[src/rtl/v_rams_stream_reader.sv]
// Block read controller for a 1-cycle-latency BRAM. Issues consecutive
// (wrapping) reads and presents them as a valid/ready stream through a
// 2-entry skid FIFO, so backpressure never loses or duplicates a word.
module v_rams_stream_reader #(
  parameter int ADDR_WIDTH = 6,
  parameter int DATA_WIDTH = 16
) (
  input  logic                  clk,
  input  logic                  rst_n,
  input  logic                  start,
  input  logic [ADDR_WIDTH-1:0] base_addr,
  input  logic [ADDR_WIDTH:0]   length,
  output logic                  busy,
  output logic                  done,
  output logic                  ram_en,
  output logic [ADDR_WIDTH-1:0] ram_addr,
  input  logic [DATA_WIDTH-1:0] ram_do,
  output logic [DATA_WIDTH-1:0] m_data,
  output logic                  m_valid,
  input  logic                  m_ready,
  output logic                  m_last
);
  localparam int CW = ADDR_WIDTH + 1;
  localparam logic [CW-1:0] DEPTH = {1'b1, {ADDR_WIDTH{1'b0}}};

  typedef enum logic [1:0] {IDLE, READ, DRAIN} state_t;

  typedef struct packed {
    logic                  last;
    logic [DATA_WIDTH-1:0] data;
  } beat_t;

  state_t                state_q, state_d;
  logic [ADDR_WIDTH-1:0] base_q, addr_q, issue_addr;
  logic [CW-1:0]         len_q, issued_q;
  logic                  inflight_q, inflight_last_q, done_q;
  beat_t                 fifo_q [2];
  logic                  rd_ptr_q, wr_ptr_q;
  logic [1:0]            occ_q;
  logic [2:0]            need;
  logic                  pop, accept, issue_last, finish;

  assign m_valid    = (occ_q != 2'd0);
  assign pop        = m_valid & m_ready;
  assign m_data     = fifo_q[rd_ptr_q].data;
  assign m_last     = m_valid & fifo_q[rd_ptr_q].last;
  assign busy       = (state_q != IDLE);
  assign done       = done_q;
  assign accept     = (state_q == IDLE) & start & (length != '0) & (length <= DEPTH);
  assign issue_last = (issued_q == len_q - CW'(1));
  assign issue_addr = base_q + issued_q[ADDR_WIDTH-1:0];
  // Slots committed after this edge; a pop this cycle frees one in time for
  // the read issued now, which keeps full throughput with m_ready high.
  assign need       = {1'b0, occ_q} + {2'b0, inflight_q} - {2'b0, pop};
  assign ram_en     = (state_q == READ) & (issued_q != len_q) & (need < 3'd2);
  assign ram_addr   = ram_en ? issue_addr : addr_q;
  assign finish     = (state_q == DRAIN) & pop & m_last;

  // Next-state logic: leave READ on the last issue, leave DRAIN on the last pop.
  always_comb begin
    state_d = state_q;
    case (state_q)
      IDLE:    if (accept) state_d = READ;
      READ:    if (ram_en && issue_last) state_d = DRAIN;
      DRAIN:   if (finish) state_d = IDLE;
      default: state_d = IDLE;
    endcase
  end

  // Control registers: command latch, issue counter, in-flight tracking.
  always_ff @(posedge clk or negedge rst_n) begin
    if (!rst_n) begin
      state_q         <= IDLE;
      base_q          <= '0;
      len_q           <= '0;
      issued_q        <= '0;
      addr_q          <= '0;
      inflight_q      <= 1'b0;
      inflight_last_q <= 1'b0;
      done_q          <= 1'b0;
    end else begin
      state_q         <= state_d;
      done_q          <= finish;
      inflight_q      <= ram_en;
      inflight_last_q <= ram_en & issue_last;
      if (accept) begin
        base_q   <= base_addr;
        len_q    <= length;
        issued_q <= '0;
      end else if (ram_en) begin
        issued_q <= issued_q + CW'(1);
        addr_q   <= issue_addr;
      end
    end
  end

  // Output FIFO: capture RAM data one cycle after its read, pop on handshake.
  always_ff @(posedge clk or negedge rst_n) begin
    if (!rst_n) begin
      fifo_q[0] <= '0;
      fifo_q[1] <= '0;
      rd_ptr_q  <= 1'b0;
      wr_ptr_q  <= 1'b0;
      occ_q     <= '0;
    end else begin
      if (inflight_q) begin
        fifo_q[wr_ptr_q] <= '{last: inflight_last_q, data: ram_do};
        wr_ptr_q         <= ~wr_ptr_q;
      end
      if (pop) rd_ptr_q <= ~rd_ptr_q;
      occ_q <= occ_q + {1'b0, inflight_q} - {1'b0, pop};
    end
  end
endmodule

[config.mk]
export PLATFORM = sky130hd
export DESIGN_NAME = v_rams_stream_reader
export DESIGN_NICKNAME = d
export VERILOG_FILES = /design/src/rtl/v_rams_stream_reader.sv
export SDC_FILE = /design/constraint.sdc
export NUM_CORES = 1
export LEC_CHECK = 0
export ABC_AREA = 1
export ABC_CLOCK_PERIOD_IN_PS = 2800
export BUFFER_PORTS_ARGS = -buffer_cell sky130_fd_sc_hd__buf_2
export CORE_ASPECT_RATIO = 1.5
export CORE_MARGIN = 2
export CORE_UTILIZATION = 51
export CTS_CLUSTER_DIAMETER = 100
export DETAILED_ROUTE_END_ITERATION = 8
export GPL_TIMING_DRIVEN = 0
export PLACE_DENSITY = 0.86
export RECOVER_POWER = 50
export SYNTH_ARGS = -nofsm -noshare
export SYNTH_HDL_FRONTEND = slang
export SYNTH_SLANG_ARGS = --single-unit
[constraint.sdc]
create_clock -name clk -period 2.8 [get_ports clk]
set_clock_uncertainty 0.2 [all_clocks]
set_input_delay 0.56 -clock clk [delete_from_list [all_inputs] [get_ports clk]]
set_output_delay 0.56 -clock clk [all_outputs]
set_load 0.02 [all_outputs]
==> results.txt <==
# rows: 37
Via density: 5.424
commonest non-fill, non-tap cell in the layout: nand2_1
Largest delay share family, worst path: adder cells
mean post-synth cell area: 8.211 um^2
final worst slack: -0.8275 ns
Post-DP HPWL: 6032 um
GR Util All Layers: 26.76%
initial antenna violation count: 0
Antenna diodes: 0
minimum clock period: 3.627 ns
Fin. Hold Viols: 0
top cell type's share of synthesized area: 46.94%
critical path class: flop to output port
synth warn: 0
Cell Area, Synth: 0.003679 mm^2
register area: 0.001727 mm^2
unrepaired setup endpoints after global routing: yes
Mapped Nets: 492
die height: 108.0 um
number of clock sinks: 69
final-stage net count: 607
CP Data Required Time: 2.04 ns
startpoint types: flop
Worst Hold Class: input pin to flop
top post-synthesis cells by area: dfrtp_1 47%, nand2_1 15%, o21ai_0 4.9%
Slew @ Worst Pin: 1.672 ns
Setup TNS: -6.768 ns
vias in the first global route: 3588
synthesized flop and latch total: 69
slew margin rel.: -11.45%
Slew Viols, Final: 70
most frequent cells in the layout: 141 x nand2_1, 69 x dfrtp_1, 51 x buf_2, 43 x inv_1, 36 x o21ai_0
fmax: 0.2757 GHz
switch share: 45.33%
crit path DAT: 2.87 ns
worst path cell trace: nor2_2 -> inv_2 -> nand2_4 -> inv_4 -> ha_4 -> inv_2 -> ha_4 -> fa_2 -> nor2_4 -> nand2b_4 -> inv_4 -> nand2_8 -> buf_12 -> nand2_4 -> o21ai_4 -> buf_6
Setup crit end kind: output port
area delta synth->final: 34.56%
layout cells sized above 1: 34.51%
clock-pin slew on the worst setup and hold paths: 0.09 ns
fill count: 516
violated checks: capacitance limit, slew limit, setup timing
max-cap viol count: 1
Static Leak: 2.604 nW
combinational share of power: 63.1%
gp weighted congestion: 0.8567
area of the multi-input gates: 0.001809 mm^2
first-pass GRT wire length: 16160 um
Initial Util: 52.97%
Setup-failing EPs final: 17
post-synthesis sequential area ratio: 46.94%
clk_lat worst skew: 0.36 ns
GRT overflow: 0
PortBufs: 59
Reg power frac: 24.6%
Crit path largest cell delay: 0.46 ns
die area: 0.007922 mm^2
Final ANT Viol Nets: 0
outcome: finished, violations left
area leader, netlist: dfrtp_1
synth unique cells: 35
Internal: 3.895 mW
CTS root buf: clkbuf_8
Power Dens Cells: 1440 mW/mm^2
Core ar.: 0.006944 mm^2
Critical-path top delay cell: fa_2
crit-path max FO: 6
H-tree depth: 3
initial drt markers: 247
Mapped Cells: 448
Inserted Clock Buffers: 9
overall power: 7.126 mW
CTS hold repair buffers: 0
first drt pass iteration count: 5
Buf/Inv on CP: 6
Switching Power: 3.231 mW
final worst-path cycle share: 129.6%
drt wl/cell: 15.29 um
drt drc: 0
largest net degree at the start of global routing: 70
# IOs: 60
peak supply drop: 0.8937 mV
TritonCTS clock tree: yes
die width: 73.35 um
CTS max path bufs: 2
Clk network pwr share: 12.2%
vias post-DR: 3504
drt total wl: 9879 um
[synth_stat cells]
cell type and instances:
nor2_4 2, nand2_4 2, buf_1 1, o21a_1 1, o21bai_1 1, ha_1 9, buf_2 1, nand3_4 1
a21oi_1 3, inv_2 10, nand2_2 11, nand3_2 7, nand4_1 4, nand2_1 148, nand2b_1 1, nand3_1 15
clkinv_1 1, o21ai_1 11, dfrtp_1 69, o21ai_4 1, buf_8 1, o21ai_2 7, xnor2_1 3, o21ai_0 36
buf_6 4, fa_1 2, nor3_1 2, xor2_1 8, a21o_1 1, inv_1 47, nor2_1 19, or2_1 1
or2_2 1, clkbuf_1 8, a21oi_2 9
[metal layers]
layer  track usage [%]  wire length [um]
met5                 0                 0
met4             14.68               368
met3             4.287               438
met2             49.55              5540
met1             27.90              3532
[cell families after synthesis]
group / count (synthesis) / synth area share [%]
AOI/OAI and AO/OA: 70 / 11.67
and+or+nand+nor: 214 / 26.02
buffers and inverters: 73 / 8.605
adders and majority gates: 11 / 4.150
DFF: 69 / 46.94
xor gates and xnor gates: 11 / 2.619
[per-stage QoR]
stage	cell area [um^2]	hold WS (ns)	setup WS, ns	cells	util [%]
finish	4950	0.2366	-0.8275	646	71.28
global route	4950	0.2467	-0.8967	646	71.28
CTS	4883	0.1340	-0.7356	649	70.32
detailed placement	4189	0.2531	-0.5752	585	60.32
global placement	4187	0.2346	-0.5360	585	60.29
floorplan	3794	0.06441	-0.2425	448	-
[registers in the layout, indices dropped and copies added, names as in the netlist, 2 cells and up]
| signal | flops |
|---|---|
| state_q | 2 |
| fifo_q | 34 |
| occ_q | 2 |
| base_q | 6 |
| issued_q | 7 |
| len_q | 7 |
| addr_q | 6 |
[final cells by class]
| class | instances | share of cell area (%) |
|---|---|---|
| Timing Repair Buffer | 104 | 15.95 |
| Buffer | 15 | 1.946 |
| Sequential cell | 69 | 34.88 |
| Clock buffer | 10 | 2.781 |
| Inverter | 58 | 4.499 |
| Clock inverter | 6 | 1.416 |
| Tap cell | 78 | 1.972 |
| Multi-Input combinational cell | 306 | 36.55 |
[final timing paths]
path	endpoint	slack (ns)	depth (start not counted)	from
worst max-delay path	ram_addr[4]	-0.83	16	occ_q[1]
worst min-delay path	base_q[0]	0.24	3	base_addr[0]
worst max register to register	rd_ptr_q	-0.54	24	occ_q[1]
worst min register to register	done	0.24	1	state_q[0]
max in group asynchronous	state_q[1]	0.98	1	rst_n
min in group asynchronous	fifo_q[7]	0.42	1	rst_n
[power groups by stage]
stage	clock network, mW	logic [mW]	registers (mW)
after CTS	0.862	4.24	1.74
after floorplan	0	2.56	1.67
after global placement	0	3.19	1.72
final	0.870	4.50	1.76
after global routing	0.913	4.88	1.80
after detailed placement	0	3.31	1.75
[timing repair]
item,CTS,global route
buffers inserted,47,10
pin swaps,5,6
endpoints found under the setup margin,7,22
hold endpoints to repair,0,0
gates resized for setup,29,27
gates cloned,1,0
[tightest hold or removal path: stages]
cell	delay, ns
buf_2	0.09
inv_1	0.04
o21ai_1	0.06
Power figures use the tool's default switching activity.
